===== config.mk =====
export PLATFORM = sky130hd
export DESIGN_NAME = mem_access_unit_flat
export DESIGN_NICKNAME = d
export VERILOG_FILES = /design/src/rtl/mem_pkg.sv /design/src/rtl/mem_access_unit_if.sv /design/src/rtl/mem_access_unit_byte_lane.sv /design/src/rtl/mem_access_unit.sv /design/src/flat_wrapper.sv
export SDC_FILE = /design/constraint.sdc
export NUM_CORES = 1
export LEC_CHECK = 0
export ABC_CLOCK_PERIOD_IN_PS = 11400
export CAP_MARGIN = 5
export CELL_PAD_IN_SITES_DETAIL_PLACEMENT = 0
export CELL_PAD_IN_SITES_GLOBAL_PLACEMENT = 1
export CORE_MARGIN = 1.5
export CORE_UTILIZATION = 37
export CTS_CLUSTER_DIAMETER = 30
export DETAILED_ROUTE_END_ITERATION = 6
export PLACE_DENSITY_LB_ADDON = 0.1
export SETUP_SLACK_MARGIN = 0.05
export SLEW_MARGIN = 20
export SYNTH_ARGS = -nofsm -noshare
export SYNTH_HDL_FRONTEND = slang
export SYNTH_SLANG_ARGS = --single-unit

===== constraint.sdc =====
create_clock -name clock -period 11.4 [get_ports clock]
set_clock_uncertainty 0.1 [all_clocks]
set_input_delay 2.85 -clock clock [delete_from_list [all_inputs] [get_ports clock]]
set_output_delay 2.85 -clock clock [all_outputs]
set_load 0.02 [all_outputs]

===== src/rtl/mem_pkg.sv =====
// Shared encodings for the memory access unit: transfer sizes, FSM states
// and the default RAM depth.
package mem_pkg;

  localparam int DEPTH_DEFAULT = 1001;

  localparam logic [1:0] SZ_BYTE = 2'b00;
  localparam logic [1:0] SZ_HALF = 2'b01;
  localparam logic [1:0] SZ_WORD = 2'b10;
  localparam logic [1:0] SZ_ILL  = 2'b11;

  localparam logic [1:0] ST_IDLE  = 2'd0;
  localparam logic [1:0] ST_READ  = 2'd1;
  localparam logic [1:0] ST_WRITE = 2'd2;
  localparam logic [1:0] ST_RESP  = 2'd3;

endpackage


===== src/rtl/mem_access_unit_if.sv =====
// CPU-side request/response bus of the memory access unit.
interface mem_access_unit_if;

  logic        req_valid;
  logic        req_ready;
  logic        req_write;
  logic [1:0]  req_size;
  logic        req_signed;
  logic [31:0] req_addr;
  logic [31:0] req_wdata;
  logic        resp_valid;
  logic        resp_ready;
  logic [31:0] resp_rdata;
  logic        resp_error;

  modport master (
    output req_valid, req_write, req_size, req_signed, req_addr, req_wdata, resp_ready,
    input  req_ready, resp_valid, resp_rdata, resp_error
  );

  modport slave (
    input  req_valid, req_write, req_size, req_signed, req_addr, req_wdata, resp_ready,
    output req_ready, resp_valid, resp_rdata, resp_error
  );

endinterface


===== src/rtl/mem_access_unit_byte_lane.sv =====
// Big-endian lane handling: extracts and extends load lanes, merges store
// lanes into the captured RAM word. Purely combinational.
module byte_lane_unit
  import mem_pkg::*;
(
  input  logic [31:0] word,
  input  logic [1:0]  size,
  input  logic [1:0]  offset,
  input  logic        sign_ext,
  input  logic [31:0] wdata,
  output logic [31:0] load_data,
  output logic [31:0] merged
);

  logic [4:0]         byte_sh;
  logic [4:0]         half_sh;
  logic [7:0]         byte_lane;
  logic [15:0]        half_lane;
  logic signed [7:0]  byte_s;
  logic signed [15:0] half_s;
  logic [31:0]        lane_mask;
  logic [31:0]        lane_data;

  always_comb begin
    // Offset 0 is the most significant lane, so the shift is (3 - offset) lanes.
    byte_sh   = {~offset, 3'b000};
    half_sh   = {~offset[1], 4'b0000};
    byte_lane = 8'(word >> byte_sh);
    half_lane = 16'(word >> half_sh);
    byte_s    = byte_lane;
    half_s    = half_lane;
    load_data = word;
    lane_mask = '1;
    lane_data = wdata;
    case (size)
      SZ_BYTE: begin
        load_data = sign_ext ? 32'(byte_s) : 32'(byte_lane);
        lane_mask = 32'h0000_00FF << byte_sh;
        lane_data = {24'd0, wdata[7:0]} << byte_sh;
      end
      SZ_HALF: begin
        load_data = sign_ext ? 32'(half_s) : 32'(half_lane);
        lane_mask = 32'h0000_FFFF << half_sh;
        lane_data = {16'd0, wdata[15:0]} << half_sh;
      end
      default: ;
    endcase
    merged = (word & ~lane_mask) | (lane_data & lane_mask);
  end

endmodule


===== src/rtl/mem_access_unit.sv =====
// Memory access unit: turns CPU byte/half/word loads and stores into word
// accesses on a single-port RAM, with read-modify-write for sub-word stores.
module mem_access_unit
  import mem_pkg::*;
#(
  parameter int DEPTH = DEPTH_DEFAULT
) (
  input  logic        clock,
  input  logic        reset,
  mem_access_unit_if.slave cpu,
  output logic [31:0] ram_address,
  output logic [31:0] ram_writedata,
  output logic        ram_load,
  input  logic [31:0] ram_out
);

  localparam logic [31:0] DEPTH_W = 32'(DEPTH);

  logic [1:0]  state;
  logic [31:0] addr_q;
  logic [31:0] wdata_q;
  logic [31:0] data_q;
  logic [1:0]  size_q;
  logic        signed_q;
  logic        write_q;
  logic        error_q;
  logic        illegal;
  logic [31:0] load_data;
  logic [31:0] merged;

  always_comb begin
    illegal = 1'b0;
    case (cpu.req_size)
      SZ_BYTE: illegal = 1'b0;
      SZ_HALF: illegal = cpu.req_addr[0];
      SZ_WORD: illegal = |cpu.req_addr[1:0];
      default: illegal = 1'b1;
    endcase
    if ({2'b00, cpu.req_addr[31:2]} >= DEPTH_W) illegal = 1'b1;
  end

  byte_lane_unit u_lane (
    .word      (data_q),
    .size      (size_q),
    .offset    (addr_q[1:0]),
    .sign_ext  (signed_q),
    .wdata     (wdata_q),
    .load_data (load_data),
    .merged    (merged)
  );

  always_ff @(posedge clock or posedge reset) begin
    if (reset) begin
      state    <= ST_IDLE;
      addr_q   <= '0;
      wdata_q  <= '0;
      data_q   <= '0;
      size_q   <= '0;
      signed_q <= 1'b0;
      write_q  <= 1'b0;
      error_q  <= 1'b0;
    end else begin
      case (state)
        ST_IDLE: begin
          if (cpu.req_valid) begin
            addr_q   <= cpu.req_addr;
            wdata_q  <= cpu.req_wdata;
            size_q   <= cpu.req_size;
            signed_q <= cpu.req_signed;
            write_q  <= cpu.req_write;
            data_q   <= '0;
            error_q  <= illegal;
            // Word stores overwrite every lane, so they skip the RAM read.
            if (illegal)
              state <= ST_RESP;
            else if (cpu.req_write && cpu.req_size == SZ_WORD)
              state <= ST_WRITE;
            else
              state <= ST_READ;
          end
        end
        ST_READ: begin
          data_q <= ram_out;
          state  <= write_q ? ST_WRITE : ST_RESP;
        end
        ST_WRITE: state <= ST_RESP;
        ST_RESP: if (cpu.resp_ready) state <= ST_IDLE;
        default: state <= ST_IDLE;
      endcase
    end
  end

  assign cpu.req_ready  = (state == ST_IDLE);
  assign cpu.resp_valid = (state == ST_RESP);
  assign cpu.resp_error = error_q;
  assign cpu.resp_rdata = (write_q || error_q) ? '0 : load_data;

  assign ram_address    = {2'b00, addr_q[31:2]};
  assign ram_load       = (state == ST_WRITE);
  assign ram_writedata  = ram_load ? merged : '0;

endmodule


===== src/flat_wrapper.sv =====
// flat-port wrapper written by rule: the top's interface ports become plain ports
module mem_access_unit_flat import mem_pkg::*;
#(
  parameter int DEPTH = DEPTH_DEFAULT
)
  (clock, reset, ram_address, ram_writedata, ram_load, ram_out, cpu_req_valid, cpu_req_write, cpu_req_size, cpu_req_signed, cpu_req_addr, cpu_req_wdata, cpu_resp_ready, cpu_req_ready, cpu_resp_valid, cpu_resp_rdata, cpu_resp_error);
  mem_access_unit_if cpu_i ();
  input  logic clock;
  input  logic reset;
  output logic [31:0] ram_address;
  output logic [31:0] ram_writedata;
  output logic ram_load;
  input  logic [31:0] ram_out;
  input wire logic [$bits(cpu_i.req_valid)-1:0] cpu_req_valid;
  input wire logic [$bits(cpu_i.req_write)-1:0] cpu_req_write;
  input wire logic [$bits(cpu_i.req_size)-1:0] cpu_req_size;
  input wire logic [$bits(cpu_i.req_signed)-1:0] cpu_req_signed;
  input wire logic [$bits(cpu_i.req_addr)-1:0] cpu_req_addr;
  input wire logic [$bits(cpu_i.req_wdata)-1:0] cpu_req_wdata;
  input wire logic [$bits(cpu_i.resp_ready)-1:0] cpu_resp_ready;
  output wire logic [$bits(cpu_i.req_ready)-1:0] cpu_req_ready;
  output wire logic [$bits(cpu_i.resp_valid)-1:0] cpu_resp_valid;
  output wire logic [$bits(cpu_i.resp_rdata)-1:0] cpu_resp_rdata;
  output wire logic [$bits(cpu_i.resp_error)-1:0] cpu_resp_error;
  assign cpu_i.req_valid = cpu_req_valid;
  assign cpu_i.req_write = cpu_req_write;
  assign cpu_i.req_size = cpu_req_size;
  assign cpu_i.req_signed = cpu_req_signed;
  assign cpu_i.req_addr = cpu_req_addr;
  assign cpu_i.req_wdata = cpu_req_wdata;
  assign cpu_i.resp_ready = cpu_resp_ready;
  assign cpu_req_ready = cpu_i.req_ready;
  assign cpu_resp_valid = cpu_i.resp_valid;
  assign cpu_resp_rdata = cpu_i.resp_rdata;
  assign cpu_resp_error = cpu_i.resp_error;
  mem_access_unit #(.DEPTH(DEPTH)) u_core (.clock(clock), .reset(reset), .cpu(cpu_i), .ram_address(ram_address), .ram_writedata(ram_writedata), .ram_load(ram_load), .ram_out(ram_out));
endmodule

==> results of run 1 <==
==> synthesized netlist by cell type, types with 2 or more instances <==
library cell,count
dfrtp_1,103
mux2_2,68
nand2_1,44
buf_4,34
a22o_1,32
nor2_1,28
a21boi_0,20
clkbuf_1,20
nor3_1,20
a21oi_1,17
a22oi_1,15
o21ai_0,14
inv_1,10
mux2i_1,9
a211o_1,8
and3_1,8
buf_1,8
o211a_1,8
a222oi_1,7
buf_2,7
nor3b_1,7
nor4_1,7
ha_1,4
a21boi_1,3
o21a_1,3
a21o_1,2
==> area by class of cell <==
cell class | count | area [um^2]
Tap cell | 184 | 230
Clock buffer | 10 | 229
Fill cell | 1341 | 6910
Timing Repair Buffer | 205 | 2040
Inverter | 11 | 43.8
Clock inverter | 4 | 55.1
Multi-Input combinational cell | 349 | 2610
Sequential cell | 103 | 2580
==> stage by stage <==
stage	hold WS [ns]	cells	power (uW)
6_report	0.402	866	2400
5_1_grt	0.428	866	2540
4_1_cts	0.409	866	2410
3_5_place_dp	0.392	852	2090
3_3_place_gp	0.385	852	2070
2_1_floorplan	0.374	533	1610
==> power by group through the flow <==
stage	Combinational [uW]	Clock [uW]	Sequential, uW
2_1_floorplan	958	0	648
3_5_place_dp	1340	0	751
3_3_place_gp	1320	0	747
4_1_cts	1350	314	747
5_1_grt	1440	326	775
6_report	1340	306	749
==> registers in the layout, indices dropped and copies added (netlist names) <==
| register | cells |
|---|---|
| u_core.addr_q | 32 |
| u_core.data_q | 32 |
| u_core.wdata_q | 32 |
| u_core.size_q | 2 |
| u_core.state | 2 |
| u_core.cpu.resp_error | 1 |
| u_core.signed_q | 1 |
| u_core.write_q | 1 |
==> worst reg2reg max path, cell delays in order (launching register included) <==
cell and delay (ns):
dfrtp_1 0.40, inv_1 0.08, ha_1 0.31, nand2_2 0.11, buf_4 0.68, mux2_2 0.45
==> how the worst max path moves through the flow <==
stage,cells past startpoint,end
floorplan,1,u_core.addr_q[0]
global placement,5,cpu_resp_rdata[31]
detailed placement,5,cpu_resp_rdata[31]
CTS,5,cpu_resp_rdata[31]
global route,5,cpu_resp_rdata[31]
finish,5,cpu_resp_rdata[31]
==> per-layer routing <==
| layer | GRT usage (%) | part of all wire [%] |
|---|---|---|
| met4 | 7.23 | 1.4 |
| met2 | 37.9 | 48 |
| met3 | 6.50 | 9.3 |
| met1 | 29.9 | 41 |
| met5 | 0 | 0 |
==> cells by family (layout without fill, tap and decap cells) <==
logic type / count (synthesis) / in the layout / synth area share (%)
other: 1 / 2 / 0.0666
and+or+nand+nor: 125 / 125 / 10.7
adders and majority gates: 4 / 4 / 0.890
buffers and inverters: 81 / 230 / 7.96
AOI/OAI and AO/OA: 139 / 139 / 18.9
muxes: 79 / 79 / 15.7
DFF: 103 / 103 / 45.8
==> impl_metrics.json, run 1 <==
{
  "fin_nets": 787,
  "clk_path_buf_depth": 2,
  "p_per_area_mw_per_mm2": 308,
  "design_area_mm2": 0.00779,
  "antenna_cells": 0,
  "reg2reg_slack_ns": 9.17,
  "hold_depth": 1,
  "die_area_mm2": 0.0160,
  "worst_pin_slew_ns": 1.02,
  "slowest_delay_ns": 0.82,
  "hold_path_class": "reg -> reg",
  "hp-start": "u_core.addr_q[5]",
  "synth_warnings": 0,
  "slew_violations": 0,
  "drive_above_1_share_pct": 14.1,
  "grt_max_degree": 71,
  "drv_cap": 0,
  "async_flop_share_pct": 100,
  "tritoncts": "yes",
  "final_common_cell": "clkdlybuf4s50_1",
  "yosys.cell_types.count": 52,
  "status": "finished, final reports clean",
  "r2r_cells": 5,
  "fmax_mhz": 157,
  "crit_path_top_delay_cell": "clkinv_1",
  "post_cts_resized": 0,
  "worstSetupPathType": "reg -> out",
  "cp_num_buf_inv": 3,
  "crit_fanout": 35,
  "place_ws_ns": 5.44,
  "dpl.hpwl_mm": 13.4,
  "wl_mm": 18.1,
  "clkLatencyLatePin_ns": 0.34,
  "vias": 4849,
  "wire_per_inst_um": 21.0,
  "cts-htree-levels": 3,
  "io_buffers": 201,
  "fin_crit_sh_pct": 55.9,
  "slew-limit-headroom_pct": 32.0,
  "numCtsBuffers": 9,
  "swShare_pct": 43.4,
  "synth_edf_count": 0,
  "final_cell_mix": "201 x clkdlybuf4s50_1, 103 x dfrtp_1, 68 x mux2_2",
  "area_growth_syn_to_layout_pct": 38.4,
  "rows": 44,
  "grt.total_usage_pct": 23.2,
  "ys_seq_elements": 103,
  "power.share.clock_pct": 12.8,
  "grt_pass1_vias": 4872,
  "critPathRequiredTime_ns": 8.45,
  "ir_drop_mv": 0.130,
  "routabilityCongestion": 0.884,
  "timing.rr.start": "u_core.state[0]",
  "critPathTopFamily": "buffers and inverters",
  "crit_arrival_ns": 3.42,
  "setup_viol_count_final": 0,
  "drc_errors": 0,
  "ys.flop_type": "dfrtp_1",
  "die_h_um": 126,
  "placed_area_mm2": 0.00750,
  "drt-pass1-iter-count": 5,
  "startpoint": "u_core.size_q[1]",
  "synth_area_mm2": 0.00563,
  "io_pins": 204,
  "finalWorstSetupSlack_ns": 5.03,
  "synth_top_area_share_pct": 45.8,
  "synth_cells": 532,
  "cts_setup_buffers": 0,
  "end_kind": "primary output",
  "hold_viol": 0,
  "antenna_found_initial": 0,
  "leakage_uw": 0.00320,
  "seqPwrFrac_pct": 31.2,
  "timing.setup.tns_ns": 0,
  "via_per_inst": 5.60,
  "p_sw_uw": 1040,
  "clk_pin_slew_ns": 0.07,
  "grt_pass1_wl_mm": 28.3,
  "cp-start-kind": "register",
  "worstReg2RegEnd": "u_core.addr_q[4]",
  "rsz0062_at_grt": "no",
  "overflow": 0,
  "cts-root-buf": "clkbuf_16",
  "synth_area_leaders": "dfrtp_1 46%, mux2_2 14%, a22o_1 5.0%",
  "fp.dieW_um": 126,
  "p_comb_share_pct": 56.0,
  "cts_num_sinks": 103,
  "ys_seq_area_share_pct": 45.8,
  "yosysTopAreaCell": "dfrtp_1",
  "p_int_uw": 1360,
  "start_util_pct": 38.3,
  "drt_iter0_markers": 387,
  "antenna_left": 0,
  "ctsHoldBuffers": 0,
  "finish.utilization_pct": 53.0,
  "path_cells": "buf_4 > clkinv_1 > o21a_1 > a211oi_1 > clkdlybuf4s50_1",
  "min_to": "u_core.addr_q[5]",
  "synth.avg_cell_area_um2": 10.6,
  "period_needed_ns": 6.37,
  "coreArea_mm2": 0.0147
}
(Power assumes the default switching activity.)
==> run 2: changes to the inputs <==
ABC_CLOCK_PERIOD_IN_PS = 6700   (was 11400)
CORE_UTILIZATION = 34   (was 37)
clock period = 6.7 ns   (was 11.4 ns; I/O delays follow)
==> run 2 against run 1 <==
Clock power grew 76%; cell count up 3.9%; flip-flop and latch count stayed put; routed wire length grew 1.3%; non-clock buffer count did not move; core utilization shrank 4.0 points; worst setup slack worse by 3.5 ns; combinational power up 68%; sequential power is 74% higher; die area increased by 8.6%; via count is 2.0% lower; critical path depth is the same; critical path type unchanged; critical endpoint is now cpu_resp_rdata[15]; largest power group unchanged; highest routed layer unchanged.
==> impl_metrics.json, run 2 (synthesized netlist as in run 1, its figures left out) <==
{
  "timing.setup.tns_ns": 0,
  "routabilityCongestion": 0.869,
  "clk_pin_slew_ns": 0.07,
  "coreArea_mm2": 0.0160,
  "io_buffers": 201,
  "fp.dieW_um": 132,
  "start_util_pct": 35.2,
  "p_int_uw": 2320,
  "wire_per_inst_um": 20.4,
  "dpl.hpwl_mm": 13.7,
  "r2r_cells": 5,
  "drt-pass1-iter-count": 5,
  "drv_cap": 0,
  "power.share.clock_pct": 13.2,
  "cts_num_sinks": 103,
  "die_area_mm2": 0.0173,
  "setup_viol_count_final": 0,
  "p_comb_share_pct": 55.1,
  "cts_setup_buffers": 0,
  "fmax_mhz": 195,
  "wl_mm": 18.4,
  "rsz0062_at_grt": "no",
  "drt_iter0_markers": 316,
  "reg2reg_slack_ns": 4.45,
  "hold_viol": 0,
  "swShare_pct": 43.3,
  "hold_depth": 1,
  "seqPwrFrac_pct": 31.8,
  "grt.total_usage_pct": 21.6,
  "via_per_inst": 5.28,
  "antenna_left": 0,
  "grt_max_degree": 73,
  "finish.utilization_pct": 49.0,
  "timing.rr.start": "u_core.state[0]",
  "worstSetupPathType": "reg -> out",
  "antenna_found_initial": 0,
  "final_cell_mix": "201 x clkdlybuf4s50_1, 103 x dfrtp_1, 68 x mux2_2",
  "tritoncts": "yes",
  "drc_errors": 0,
  "final_common_cell": "clkdlybuf4s50_1",
  "post_cts_resized": 0,
  "hp-start": "u_core.addr_q[10]",
  "status": "finished, final reports clean",
  "grt_pass1_vias": 4822,
  "min_to": "u_core.addr_q[10]",
  "clk_path_buf_depth": 2,
  "worst_pin_slew_ns": 1.02,
  "startpoint": "u_core.addr_q[1]",
  "clkLatencyLatePin_ns": 0.35,
  "numCtsBuffers": 9,
  "fin_crit_sh_pct": 76.6,
  "end_kind": "primary output",
  "p_sw_uw": 1770,
  "grt_pass1_wl_mm": 28.8,
  "cp-start-kind": "register",
  "rows": 46,
  "cts-root-buf": "clkbuf_16",
  "overflow": 0,
  "crit_arrival_ns": 3.36,
  "fin_nets": 787,
  "slew-limit-headroom_pct": 32.2,
  "area_growth_syn_to_layout_pct": 39.4,
  "io_pins": 204,
  "drive_above_1_share_pct": 14.2,
  "fill_cells": 1535,
  "p_per_area_mw_per_mm2": 521,
  "hold_path_class": "reg -> reg",
  "vias": 4753,
  "slew_violations": 0,
  "ctsHoldBuffers": 0,
  "largest_registers": "u_core.addr_q (32), u_core.data_q (32), u_core.wdata_q (32)",
  "crit_fanout": 27,
  "antenna_cells": 0,
  "die_h_um": 132,
  "ir_drop_mv": 0.185,
  "critPathRequiredTime_ns": 4.93,
  "period_needed_ns": 5.13,
  "cts-htree-levels": 3,
  "leakage_uw": 0.00320,
  "worstReg2RegEnd": "u_core.wdata_q[19]"
}
-- run 2: power groups by stage --
stage,clock (uW),sequential [uW],combinational [uW]
floorplan,0,1100,1630
global placement,0,1290,2220
detailed placement,0,1300,2250
CTS,560,1290,2270
global route,576,1340,2430
finish,538,1300,2250
-- run 2: layout make-up --
class	count	area (um^2)	share of cell area (%)
clock buffers	11	233	2.97
flip-flops and latches	103	2580	32.9
multi-input cells	349	2610	33.3
well taps	216	270	3.45
inverters	11	43.8	0.558
repair buffers	205	2040	26.0
clock inverters	5	63.8	0.814
-- run 2: how the worst max path moves through the flow --
stage	cells after the start	slack, ns	end
after global routing	5	1.39	ram_writedata[12]
final	5	1.57	cpu_resp_rdata[15]
after CTS	5	1.60	cpu_resp_rdata[15]
after floorplan	1	2.22	u_core.addr_q[0]
after global placement	5	2.04	cpu_resp_rdata[15]
after detailed placement	5	2.00	cpu_resp_rdata[15]
-- run 2: worst max-delay path, cell delays in order (launching register included) --
cell	delay [ns]
dfrtp_1	1.01
mux2_4	0.31
mux2i_1	0.08
or4_1	0.59
a221oi_2	0.34
clkdlybuf4s50_1	0.66
-- run 2: routing by layer --
metal	global-route usage, %	part of all wire [%]
met5	0	0
met1	28.3	45
met2	33.5	46
met3	6.91	7.0
met4	7.35	2.7
-- run 2: stage by stage --
step / worst slack, ns / area [um^2] / std cells / power (uW) / hold WS, ns
floorplan: 2.22 / 5630 / 533 / 2730 / 0.374
global placement: 2.04 / 7540 / 884 / 3520 / 0.387
finish: 1.57 / 7840 / 900 / 4090 / 0.405
global route: 1.39 / 7840 / 900 / 4350 / 0.427
detailed placement: 2.00 / 7540 / 884 / 3550 / 0.392
CTS: 1.60 / 7840 / 900 / 4120 / 0.410
==> run 3: changes to the inputs <==
ABC_CLOCK_PERIOD_IN_PS = 5100   (was 6700)
clock period = 5.1 ns   (was 6.7 ns; I/O delays follow)
==> run 3 against run 2 <==
The flow now finishes with violations (design-rule violations); total power increased by 32%; sequential power grew 27%; clock-buffer cell count unchanged; critical path type unchanged; largest power group unchanged.
==> impl_metrics.json, run 3 (synthesized netlist as in run 1, its figures left out) <==
{
  "status": "finished, violations left",
  "failed_checks": "design-rule violations",
  "p_comb_share_pct": 56.1,
  "rsz0062_at_grt": "no",
  "numCtsBuffers": 9,
  "slew_violations": 0,
  "grt.total_usage_pct": 21.0,
  "final_common_cell": "clkdlybuf4s50_1",
  "period_needed_ns": 4.32,
  "dpl.hpwl_mm": 13.7,
  "finish.utilization_pct": 49.3,
  "timing.rr.start": "u_core.state[0]",
  "timing.setup.tns_ns": 0,
  "worstReg2RegEnd": "u_core.wdata_q[22]",
  "cts-htree-levels": 3,
  "largest_registers": "u_core.addr_q (32), u_core.data_q (32), u_core.wdata_q (32)",
  "cp_num_buf_inv": 1,
  "fmax_mhz": 231,
  "ir_drop_mv": 0.315,
  "overflow": 0,
  "worst_pin_slew_ns": 0.940,
  "routabilityCongestion": 0.838,
  "seqPwrFrac_pct": 30.5,
  "clk_path_buf_depth": 2,
  "worstSetupPathType": "reg -> out",
  "wire_per_inst_um": 20.1,
  "antenna_cells": 0,
  "p_int_uw": 3080,
  "path_cells": "or2_1 > a21o_1 > nand2_1 > a21boi_0 > clkdlybuf4s50_1",
  "leakage_uw": 0.00324,
  "via_per_inst": 5.33,
  "io_pins": 204,
  "fp.dieW_um": 132,
  "clkLatencyLatePin_ns": 0.35,
  "post_cts_resized": 0,
  "p_per_area_mw_per_mm2": 686,
  "wl_mm": 18.2,
  "fin_crit_sh_pct": 84.7,
  "cts_setup_buffers": 0,
  "final_cell_mix": "201 x clkdlybuf4s50_1, 103 x dfrtp_1, 68 x mux2_2",
  "crit_fanout": 20,
  "setup_viol_count_final": 0,
  "start_util_pct": 35.2,
  "critPathTopFamily": "compound AO/OA/AOI/OAI gates",
  "crit_path_top_delay_cell": "clkdlybuf4s50_1",
  "tritoncts": "yes",
  "crit_cells": 5,
  "critPathRequiredTime_ns": 3.72,
  "drt_iter0_markers": 325,
  "drt-pass1-iter-count": 7,
  "endpoint": "ram_writedata[7]",
  "grt_pass1_wl_mm": 28.0,
  "power.share.clock_pct": 13.3,
  "die_area_mm2": 0.0173,
  "end_kind": "primary output",
  "vias": 4817,
  "reg2reg_slack_ns": 2.83,
  "cts-root-buf": "clkbuf_16",
  "drc_errors": 2,
  "cp-start-kind": "register",
  "coreArea_mm2": 0.0160,
  "io_buffers": 201,
  "hold_path_class": "reg -> reg",
  "slew-limit-headroom_pct": 37.3,
  "antenna_found_initial": 0,
  "rows": 46,
  "ctsHoldBuffers": 0,
  "swShare_pct": 43.1,
  "clk_pin_slew_ns": 0.07,
  "drv_cap": 0,
  "cts_num_sinks": 103,
  "drive_above_1_share_pct": 14.5,
  "grt_max_degree": 73,
  "slowest_delay_ns": 0.66,
  "p_sw_uw": 2330,
  "area_growth_syn_to_layout_pct": 40.2,
  "antenna_left": 0,
  "fill_cells": 1508,
  "startpoint": "u_core.size_q[0]",
  "r2r_cells": 5,
  "hold_viol": 0,
  "die_h_um": 132,
  "fin_nets": 791,
  "crit_arrival_ns": 2.95,
  "grt_pass1_vias": 4820
}
-- run 3: layout make-up --
| cell class | instances | area [um^2] | share of cell area, % |
|---|---|---|---|
| clock buffers | 11 | 243 | 3.08 |
| clock inverters | 5 | 63.8 | 0.809 |
| inverters | 11 | 43.8 | 0.555 |
| multi-input cells | 349 | 2610 | 33.1 |
| flip-flops and latches | 103 | 2580 | 32.7 |
| well taps | 216 | 270 | 3.43 |
| repair buffers | 209 | 2080 | 26.4 |
-- run 3: worst min path at each step --
stage	startpoint	end	slack, ns	depth (start not counted)
final	u_core.addr_q[10]	u_core.addr_q[10]	0.41	1
after global routing	u_core.addr_q[18]	u_core.addr_q[18]	0.41	1
after CTS	u_core.addr_q[18]	u_core.addr_q[18]	0.41	1
after detailed placement	u_core.addr_q[10]	u_core.addr_q[10]	0.39	1
after global placement	u_core.addr_q[23]	u_core.addr_q[23]	0.39	1
after floorplan	u_core.wdata_q[31]	u_core.wdata_q[31]	0.37	1
-- run 3: power by group through the flow --
stage	sequential [uW]	combinational, uW	clock, uW
finish	1650	3040	722
global route	1700	3250	780
CTS	1640	3050	752
detailed placement	1650	3040	0
global placement	1650	2980	0
floorplan	1450	2140	0
-- run 3: layer usage --
metal  wire length, um  track usage (%)  up-vias  part of all wire, %
li1                  -                -     2217                    -
met1              7830             27.5     2353                   43
met2              8490             33.5      223                   47
met3              1440             5.63       24                  7.9
met4               417             7.28        0                  2.3
met5                 0                0        -                    0
-- run 3: stage by stage --
step | cell area (um^2) | hold slack (ns) | instances | power [uW] | worst slack (ns)
6_report | 7890 | 0.406 | 904 | 5410 | 0.778
5_1_grt | 7890 | 0.415 | 904 | 5730 | 0.573
4_1_cts | 7890 | 0.410 | 904 | 5450 | 0.789
3_5_place_dp | 7580 | 0.392 | 888 | 4700 | 1.18
3_3_place_gp | 7560 | 0.387 | 887 | 4630 | 1.22
2_1_floorplan | 5630 | 0.374 | 533 | 3590 | 1.02
